## config.mk

```make
export PLATFORM = sky130hd
export DESIGN_NAME = button_conditioner
export DESIGN_NICKNAME = d
export VERILOG_FILES = /design/src/rtl/fx_ctrl_pkg.sv /design/src/rtl/sync_2ff.sv /design/src/rtl/button_conditioner.sv
export SDC_FILE = /design/constraint.sdc
export NUM_CORES = 1
export LEC_CHECK = 0
export ABC_AREA = 0
export BUFFER_PORTS_ARGS = -buffer_cell sky130_fd_sc_hd__buf_4
export CAP_MARGIN = 20
export CORE_MARGIN = 3
export CORE_UTILIZATION = 45
export CTS_CLUSTER_DIAMETER = 30
export DETAILED_ROUTE_END_ITERATION = 10
export PLACE_DENSITY_LB_ADDON = 0.15
export SLEW_MARGIN = 0
export SYNTH_ARGS = -nofsm -noshare
export SYNTH_HDL_FRONTEND = slang
export SYNTH_SLANG_ARGS = --single-unit
```

## constraint.sdc

```tcl
create_clock -name clk -period 1.8 [get_ports clk]
set_input_delay 0.36 -clock clk [delete_from_list [all_inputs] [get_ports clk]]
set_output_delay 0.36 -clock clk [all_outputs]
set_load 0.02 [all_outputs]
```

## src/rtl/fx_ctrl_pkg.sv

```systemverilog
// Shared control typedefs and default timing constants for the effects-pedal control path.
package fx_ctrl_pkg;

    typedef enum logic [1:0] {
        IDLE             = 2'd0,
        PRESS_DEBOUNCE   = 2'd1,
        PRESSED          = 2'd2,
        RELEASE_DEBOUNCE = 2'd3
    } btn_state_t;

    // Defaults assume a 24 MHz system clock: 10 ms debounce, 2 s long press.
    localparam int unsigned DEF_DEBOUNCE_CYCLES   = 32'd240000;
    localparam int unsigned DEF_LONG_PRESS_CYCLES = 32'd48000000;

    // Counter width that can hold the value 'limit' itself without wrapping.
    function automatic int unsigned cnt_width(input int unsigned limit);
        return $clog2(limit) + 32'd1;
    endfunction

endpackage

```

## src/rtl/sync_2ff.sv

```systemverilog
// Two-flop synchronizer for asynchronous pin inputs, resetting to a parameterized value.
module sync_2ff #(
    parameter int unsigned          WIDTH     = 32'd1,
    parameter logic [WIDTH-1:0]     RESET_VAL = '0
) (
    input  logic             clk,
    input  logic             rst,
    input  logic [WIDTH-1:0] d,
    output logic [WIDTH-1:0] q
);

    logic [WIDTH-1:0] meta_r;

    // Two-stage capture of the asynchronous input.
    always_ff @(posedge clk or posedge rst) begin
        if (rst) begin
            meta_r <= RESET_VAL;
            q      <= RESET_VAL;
        end else begin
            meta_r <= d;
            q      <= meta_r;
        end
    end

endmodule

```

## src/rtl/button_conditioner.sv

```systemverilog
// Raw footswitch/pushbutton -> debounced level plus single-cycle press and long-press pulses.
// Long-press detection is built only when FX_BTN_LONG_PRESS_EN is defined.
module button_conditioner
    import fx_ctrl_pkg::*;
#(
    parameter int unsigned DEBOUNCE_CYCLES   = DEF_DEBOUNCE_CYCLES,
    parameter int unsigned LONG_PRESS_CYCLES = DEF_LONG_PRESS_CYCLES,
    parameter bit          ACTIVE_LOW        = 1'b0
) (
    input  logic clk,
    input  logic rst,
    input  logic btn_raw,
    output logic btn_level,
    output logic press_pulse,
    output logic long_press_pulse
);

    localparam int unsigned        DEB_W    = cnt_width(DEBOUNCE_CYCLES);
    localparam logic [DEB_W-1:0]   DEB_ZERO = DEB_W'(32'd0);
    localparam logic [DEB_W-1:0]   DEB_ONE  = DEB_W'(32'd1);
    localparam logic [DEB_W-1:0]   DEB_LAST = DEB_W'(DEBOUNCE_CYCLES - 32'd1);

    logic             btn_norm_s;
    logic             btn_s;
    btn_state_t       state_r;
    btn_state_t       state_nxt_s;
    logic [DEB_W-1:0] deb_cnt_r;
    logic [DEB_W-1:0] deb_nxt_s;
    logic             press_nxt_s;
    logic             level_nxt_s;

    // Normalize polarity so everything downstream treats 1 as pressed.
    assign btn_norm_s = ACTIVE_LOW ? ~btn_raw : btn_raw;

    sync_2ff #(
        .WIDTH     (32'd1),
        .RESET_VAL (1'b0)
    ) u_sync (
        .clk (clk),
        .rst (rst),
        .d   (btn_norm_s),
        .q   (btn_s)
    );

    // Debounce state machine next-state and press-pulse decode.
    always_comb begin
        state_nxt_s = state_r;
        deb_nxt_s   = deb_cnt_r;
        press_nxt_s = 1'b0;
        case (state_r)
            IDLE: begin
                if (btn_s) begin
                    state_nxt_s = PRESS_DEBOUNCE;
                    deb_nxt_s   = DEB_ZERO;
                end else begin
                    deb_nxt_s   = DEB_ZERO;
                end
            end
            PRESS_DEBOUNCE: begin
                if (!btn_s) begin
                    state_nxt_s = IDLE;
                    deb_nxt_s   = DEB_ZERO;
                end else if (deb_cnt_r == DEB_LAST) begin
                    state_nxt_s = PRESSED;
                    deb_nxt_s   = DEB_ZERO;
                    press_nxt_s = 1'b1;
                end else begin
                    deb_nxt_s   = deb_cnt_r + DEB_ONE;
                end
            end
            PRESSED: begin
                if (!btn_s) begin
                    state_nxt_s = RELEASE_DEBOUNCE;
                    deb_nxt_s   = DEB_ZERO;
                end else begin
                    deb_nxt_s   = DEB_ZERO;
                end
            end
            RELEASE_DEBOUNCE: begin
                // A bounce back to pressed resumes the same press without a new pulse.
                if (btn_s) begin
                    state_nxt_s = PRESSED;
                    deb_nxt_s   = DEB_ZERO;
                end else if (deb_cnt_r == DEB_LAST) begin
                    state_nxt_s = IDLE;
                    deb_nxt_s   = DEB_ZERO;
                end else begin
                    deb_nxt_s   = deb_cnt_r + DEB_ONE;
                end
            end
            default: begin
                state_nxt_s = IDLE;
                deb_nxt_s   = DEB_ZERO;
            end
        endcase
        level_nxt_s = (state_nxt_s == PRESSED) || (state_nxt_s == RELEASE_DEBOUNCE);
    end

    // State, debounce counter and registered outputs.
    always_ff @(posedge clk or posedge rst) begin
        if (rst) begin
            state_r     <= IDLE;
            deb_cnt_r   <= DEB_ZERO;
            btn_level   <= 1'b0;
            press_pulse <= 1'b0;
        end else begin
            state_r     <= state_nxt_s;
            deb_cnt_r   <= deb_nxt_s;
            btn_level   <= level_nxt_s;
            press_pulse <= press_nxt_s;
        end
    end

`ifdef FX_BTN_LONG_PRESS_EN
    localparam int unsigned        HOLD_W    = cnt_width(LONG_PRESS_CYCLES);
    localparam logic [HOLD_W-1:0]  HOLD_ZERO = HOLD_W'(32'd0);
    localparam logic [HOLD_W-1:0]  HOLD_ONE  = HOLD_W'(32'd1);
    localparam logic [HOLD_W-1:0]  HOLD_MAX  = HOLD_W'(LONG_PRESS_CYCLES);
    localparam logic [HOLD_W-1:0]  HOLD_LAST = HOLD_W'(LONG_PRESS_CYCLES - 32'd1);

    logic [HOLD_W-1:0] hold_cnt_r;
    logic [HOLD_W-1:0] hold_nxt_s;
    logic              long_nxt_s;

    // Hold counter: cleared on each accepted press, saturating so the pulse fires once.
    always_comb begin
        hold_nxt_s = hold_cnt_r;
        long_nxt_s = 1'b0;
        if (press_nxt_s) begin
            hold_nxt_s = HOLD_ZERO;
        end else if (((state_r == PRESSED) || (state_r == RELEASE_DEBOUNCE)) &&
                     (hold_cnt_r != HOLD_MAX)) begin
            hold_nxt_s = hold_cnt_r + HOLD_ONE;
            long_nxt_s = (hold_cnt_r == HOLD_LAST);
        end else begin
            hold_nxt_s = hold_cnt_r;
        end
    end

    // Hold counter and long-press output register.
    always_ff @(posedge clk or posedge rst) begin
        if (rst) begin
            hold_cnt_r       <= HOLD_ZERO;
            long_press_pulse <= 1'b0;
        end else begin
            hold_cnt_r       <= hold_nxt_s;
            long_press_pulse <= long_nxt_s;
        end
    end
`else
    assign long_press_pulse = 1'b0;

    // Keeps the long-press threshold part of the interface; an illegal value shows up as this block.
    if (LONG_PRESS_CYCLES < 32'd2) begin : g_long_press_cfg_illegal
    end
`endif

endmodule

```

==> flow_summary_export.csv, run 1 <==
group,metric,value,unit
global_routing,antenna_found_initial,0,
floorplan,die-height,57.5,um
yosys,syn_avg_cell_area,10.6,um2
sta,tns,0,ns
final_layout,instances_no_fill,164,
cts,clk_latency,0.33,ns
yosys,yosysMostFrequentCell,"dfrtp_1",
cts,clk_path_buf_depth,2,
final_layout,area_growth_syn_to_layout,21.5,%
worst_setup_path,r2r_cells,3,
drt,drtIter0Drc,16,
worst_setup_path,endpoint_kind,"flop",
status,outcome,"finished clean",
sta,fin_crit,1.76,ns
sta,slew_violations,0,
worst_setup_path,path_max_fanout,3,
place,dp.cells,156,
final_layout,nFillCells,211,
power_and_ir_drop,ir_worst_vdd,0.479,mV
power_and_ir_drop,p_per_area,614,nW/um2
drt,num_vias,874,
floorplan,die_area,3310,um2
sta,fin_crit_sh,97.7,%
cts,cts.sinks,25,
yosys,async_reset_ff_share,100,%
hold_path,holdCritPathClass,"primary input to flop",
worst_setup_path,cp.arrival,2.00,ns
yosys,synthTopCellsByCount,"dfrtp_1, nor2_1, nand3_1, xnor2_1, xor2_1",
final_layout,antennaDiodeCount,0,
run,maxCapViolations,0,
global_routing,grt_pass1_wl,3.73,mm
sta,finalSetupViolations,0,
floorplan,io-pin-count,6,
hold_path,worstHoldStart,"btn_raw",
global_routing,grt_use_total,14.5,%
cts,cts_root_buffer,"clkbuf_4",
yosys,synth_cell_type_count,32,
hold_path,holdPathEnd,"u_sync.meta_r$_DFF_PP0_",
sta,rsz0062_at_grt,"yes",
power_and_ir_drop,leakage,0.620,nW
yosys,syn_nets,117,
power_and_ir_drop,power,0.000891,W
cts,cts_made_buffers,3,
global_routing,grt_max_degree,25,
global_routing,gr-total-overflow,0,
yosys,syn_inst,113,
yosys,synth_ff_type,"dfrtp_1",
yosys,yosysTopAreaCellShare,52.4,%
yosys,synth_edf_count,0,
cts,h-tree-depth,1,
worst_setup_path,r2r_end,"state_r[1]$_DFF_PP0_",
floorplan,dieWidth,57.5,um
worst_setup_path,path_class,"flop to flop",
drt,drtPass1Iterations,4,
sta,clock.fmax,569,MHz
drt,ant_nets,0,
cts,clk_pin_slew_worst_paths,0.16,ns
final_layout,drive_gt1_share,28.4,%
sta,finalHoldViolCount,0,
cts,cts_tree,"done",
worst_setup_path,r2r_setup_slack,0.04,ns
worst_setup_path,rr_startpoint,"deb_cnt_r[9]$_DFF_PP0_",
final_layout,nets,139,
yosys,yosysTopAreaCell,"dfrtp_1",
place,hpwl,1.48,mm
place,place.gp.congestion,0.752,
place,io_buffer_count,4,
floorplan,row_count,18,
yosys,yosysWarningCount,0,
global_routing,grt_pass1_vias,853,
yosys,syn_area,1190,um2
floorplan,core,2500,um2
hold_path,hold_path_depth,1,
drt,wl,2.15,mm
drt,wl_per_cell,13.1,um
drt,drc,0,
sta,worst_clock_skew,0.0131,ns
worst_setup_path,worstPathRequired,2.04,ns
worst_setup_path,critPathLaunchType,"flop",
yosys,ys_ff_latch,25,
yosys,yosysSeqAreaShare,52.4,%
floorplan,initial_core_util,47.8,%
yosys,synth_area_leaders,"dfrtp_1, xnor2_1, nor2_1",
drt,vias_per_cell,5.33,
-- worst max-delay path: stages, from the launching register on --
cell     delay, ns
dfrtp_1       0.41
or4b_2        0.69
nor3_2        0.21
mux2_2        0.36
-- kinds of logic after synthesis --
kind of cell,synth area share (%)
AOI/OAI and AO/OA,6.28
xor gates and xnor gates,9.53
adders and majority gates,1.05
buffers and inverters,3.25
DFF,52.4
muxes,1.88
other,0.314
and+or+nand+nor,25.3
-- worst max path at each step --
stage / start / slack (ns) / cells after the start / to
after floorplan: deb_cnt_r[0]$_DFF_PP0_ / 0.03 / 6 / deb_cnt_r[14]$_DFF_PP0_
after global placement: deb_cnt_r[1]$_DFF_PP0_ / 0.05 / 5 / deb_cnt_r[16]$_DFF_PP0_
after detailed placement: deb_cnt_r[1]$_DFF_PP0_ / -0.004 / 5 / deb_cnt_r[16]$_DFF_PP0_
after CTS: deb_cnt_r[9]$_DFF_PP0_ / 0.03 / 3 / state_r[1]$_DFF_PP0_
after global routing: deb_cnt_r[0]$_DFF_PP0_ / -0.03 / 5 / deb_cnt_r[16]$_DFF_PP0_
final: deb_cnt_r[9]$_DFF_PP0_ / 0.04 / 3 / state_r[1]$_DFF_PP0_
-- per-stage QoR --
stage	hold slack (ns)	utilization, %	area, um2	setup WS, ns
2_1_floorplan	0.331	-	1220	0.0265
3_3_place_gp	0.212	54.7	1370	0.0506
3_5_place_dp	0.217	54.7	1370	-0.00432
4_1_cts	0.116	57.0	1420	0.0326
5_1_grt	0.0842	58.1	1450	-0.0337
6_report	0.121	58.1	1450	0.0414
-- layout make-up --
class / instances / area [um2] / share of cell area, %
flip-flops and latches: 25 / 626 / 43.1
multi-input cells: 81 / 577 / 39.7
repair buffers: 20 / 165 / 11.4
well taps: 30 / 37.5 / 2.59
clock buffers: 3 / 22.5 / 1.55
inverters: 4 / 15.0 / 1.03
clock inverters: 1 / 8.76 / 0.603
-- registers in the layout, summed over array words and instances (netlist names) --
| name | count |
|---|---|
| state_r | 2 |
| press_pulse | 1 |
| u_sync.meta_r | 1 |
| deb_cnt_r | 19 |
| u_sync.q | 1 |
| btn_level | 1 |
-- cell usage in the layout, fill, tap and decap left out, drive strengths merged, types with 2 or more instances in the layout --
| master | count |
|---|---|
| o21ai | 4 |
| nand2 | 4 |
| nand3 | 7 |
| a21oi | 5 |
| nor3 | 3 |
| inv | 5 |
| xor2 | 6 |
| xnor2 | 7 |
| nor2 | 16 |
| or3 | 5 |
| and3 | 2 |
| dfrtp | 25 |
| mux2 | 2 |
| or4 | 3 |
| nand4 | 5 |
| buf | 19 |
| clkbuf | 3 |
-- power by group --
group          switching, W  internal, W
Combinational     0.0000262    0.0000188
Clock              0.000184    0.0000905
Sequential       0.00000470     0.000567
-- per-layer routing --
metal	GRT usage [%]	part of all wire, %	vias to the layer above
met4	5.96	1.4	0
met1	20.3	51	422
met5	0	0	-
met2	22.6	45	11
li1	-	-	437
met3	2.04	2.3	4
-- what timing repair did --
item / 4_1_cts / 5_1_grt
endpoints found under the setup margin: 2 / 11
gates cloned: 0 / 0
buffers inserted: 2 / 1
resized for setup: 0 / 5
hold buffers: 1 / 0
endpoints found under the hold margin: 1 / 0
pin swaps: 2 / 4
Power figures use the tool's default switching activity.
==> inputs of run 2 (changes only) <==
--- a/config.mk
+++ b/config.mk
@@ -8,8 +8,10 @@
 export ABC_AREA = 0
 export BUFFER_PORTS_ARGS = -buffer_cell sky130_fd_sc_hd__buf_4
 export CAP_MARGIN = 20
+export CELL_PAD_IN_SITES_DETAIL_PLACEMENT = 1
+export CELL_PAD_IN_SITES_GLOBAL_PLACEMENT = 1
 export CORE_MARGIN = 3
-export CORE_UTILIZATION = 45
+export CORE_UTILIZATION = 42
 export CTS_CLUSTER_DIAMETER = 30
 export DETAILED_ROUTE_END_ITERATION = 10
 export PLACE_DENSITY_LB_ADDON = 0.15
==> run 2 against run 1 <==
  * Register-to-register slack improved by 0.02 ns
  * Cell area increased by 4.3%
  * Critical path depth increased by 2
  * Critical endpoint is now deb_cnt_r[16]$_DFF_PP0_
  * Setup slack improved by 0.019 ns
  * Die area increased by 6.4%
  * Highest routed layer unchanged
==> flow_summary_export.csv, run 2 (same netlist as run 1, synthesis figures left out) <==
group,metric,value,unit
global_routing,grt_pass1_vias,1008,
hold_path,holdCritPathClass,"primary input to asynchronous set/reset pin",
sta,clock.fmax,575,MHz
final_layout,drive_gt1_share,32.9,%
final_layout,multiInputGateArea,601,um2
cts,hold_buffers,0,
power_and_ir_drop,p_per_area,578,nW/um2
floorplan,die-height,59.3,um
final_layout,regMostFlops,"deb_cnt_r",
worst_setup_path,crit_chain,"ha_4, nand4_4, or4_4, or3_1, a21oi_1",
cts,cts_root_buffer,"clkbuf_4",
global_routing,grt_max_degree,26,
drt,drc,0,
sta,slew_violations,0,
global_routing,gr-total-overflow,0,
floorplan,io-pin-count,6,
worst_setup_path,path_max_fanout,4,
place,place.gp.congestion,0.740,
worst_setup_path,setup.worst_path.start,"deb_cnt_r[1]$_DFF_PP0_",
worst_setup_path,cp-endpoint,"deb_cnt_r[16]$_DFF_PP0_",
worst_setup_path,endpoint_kind,"flop",
sta,fin_crit,1.74,ns
global_routing,grt_use_total,17.6,%
final_layout,nets,145,
worst_setup_path,slowest_stage,"or4_4",
floorplan,initial_core_util,46.1,%
worst_setup_path,path_buf_inv,0,
drt,vias_per_cell,5.54,
final_layout,reg.largest.list,"deb_cnt_r (19), state_r (2)",
worst_setup_path,max_stage_delay,0.52,ns
worst_setup_path,r2r_setup_slack,0.06,ns
sta,tns,0,ns
worst_setup_path,r2r_end,"deb_cnt_r[16]$_DFF_PP0_",
drt,wl_per_cell,16.3,um
sta,finalHoldViolCount,0,
sta,fin_crit_sh,96.6,%
worst_setup_path,critPathLaunchType,"flop",
drt,drtIter0Drc,25,
drt,num_vias,941,
final_layout,area_growth_syn_to_layout,26.7,%
floorplan,row_count,18,
floorplan,core,2590,um2
sta,rsz0062_at_grt,"yes",
cts,cts.sinks,25,
floorplan,die_area,3520,um2
drt,drtPass1Iterations,4,
place,io_buffer_count,4,
status,outcome,"finished clean",
cts,clk_latency,0.31,ns
cts,cts_tree,"done",
final_layout,seq_area,626,um2
worst_setup_path,cp_top_family,"simple AND/OR/NAND/NOR gates",
worst_setup_path,path_class,"flop to flop",
sta,finalSetupViolations,0,
cts,h-tree-depth,1,
final_layout,largest_reg_flops,19,
worst_setup_path,cp.arrival,1.99,ns
worst_setup_path,r2r_cells,5,
final_layout,final_cell_mix,"dfrtp_1, buf_4, nor2_1",
worst_setup_path,worst-path-stages,5,
global_routing,antenna_found_initial,0,
drt,wl,2.78,mm
run,maxCapViolations,0,
final_layout,instances_no_fill,170,
cts,clk_path_buf_depth,2,
place,hpwl,1.88,mm
sta,worst_clock_skew,0.00417,ns
place,dp.cells,158,
worst_setup_path,worstPathRequired,2.05,ns
final_layout,antennaDiodeCount,0,
cts,cts_made_buffers,3,
floorplan,dieWidth,59.3,um
worst_setup_path,rr_startpoint,"deb_cnt_r[1]$_DFF_PP0_",
final_layout,nFillCells,282,
drt,ant_nets,0,
power_and_ir_drop,ir_worst_vdd,0.367,mV
power_and_ir_drop,leakage,0.661,nW
global_routing,grt_pass1_wl,4.66,mm
cts,clk_pin_slew_worst_paths,0.14,ns
## run 2: cell type report
type / count / area share, %
clock buffers: 3 / 1.49
clock inverters: 1 / 0.331
inverters: 4 / 0.992
multi-input cells: 81 / 39.7
flip-flops and latches: 25 / 41.3
well taps: 30 / 2.48
repair buffers: 26 / 13.7
## run 2: worst min-delay path by stage
stage / startpoint / end
6_report: rst / u_sync.q$_DFF_PP0_
5_1_grt: rst / u_sync.q$_DFF_PP0_
4_1_cts: rst / press_pulse$_DFF_PP0_
3_5_place_dp: u_sync.meta_r$_DFF_PP0_ / u_sync.q$_DFF_PP0_
3_3_place_gp: u_sync.meta_r$_DFF_PP0_ / u_sync.q$_DFF_PP0_
2_1_floorplan: u_sync.meta_r$_DFF_PP0_ / u_sync.q$_DFF_PP0_
## run 2: worst min-delay path, stage by stage
cell and delay (ns):
buf_4 0.11, inv_1 0.04, buf_4 0.30
## run 2: per-stage QoR
step | total power, W | utilization [%] | cell area, um2 | worst slack [ns] | hold slack [ns]
final | 0.000876 | 58.5 | 1510 | 0.0603 | 0.0785
after global placement | 0.000624 | 53.4 | 1380 | 0.0266 | 0.334
after floorplan | 0.000610 | - | 1220 | 0.0265 | 0.331
after detailed placement | 0.000628 | 53.4 | 1380 | -0.0422 | 0.361
after CTS | 0.000884 | 55.3 | 1430 | 0.00776 | 0.0845
after global routing | 0.000927 | 58.5 | 1510 | -0.0542 | 0.0776
## run 2: routing by layer
layer | global-route usage (%) | vias to the layer above | wire length [um]
li1 | - | 450 | -
met4 | 4.53 | 0 | 27
met5 | 0 | - | 0
met2 | 29.6 | 12 | 1450
met1 | 22.8 | 475 | 1220
met3 | 3.70 | 4 | 73
## run 2: repair_timing
action,4_1_cts,5_1_grt
buffers inserted,3,5
pin swaps,2,6
setup endpoints to repair,5,21
gates cloned,0,0
gates resized for setup,0,10
## run 2: report_power, final
part / total (W) / leakage (nW) / internal [W] / switching [W]
registers: 0.000573 / 0.341 / 0.000567 / 0.00000536
clock network: 0.000254 / 0.0177 / 0.0000830 / 0.000171
logic: 0.0000496 / 0.302 / 0.0000210 / 0.0000286
total: 0.000876 / 0.661 / 0.000671 / 0.000205
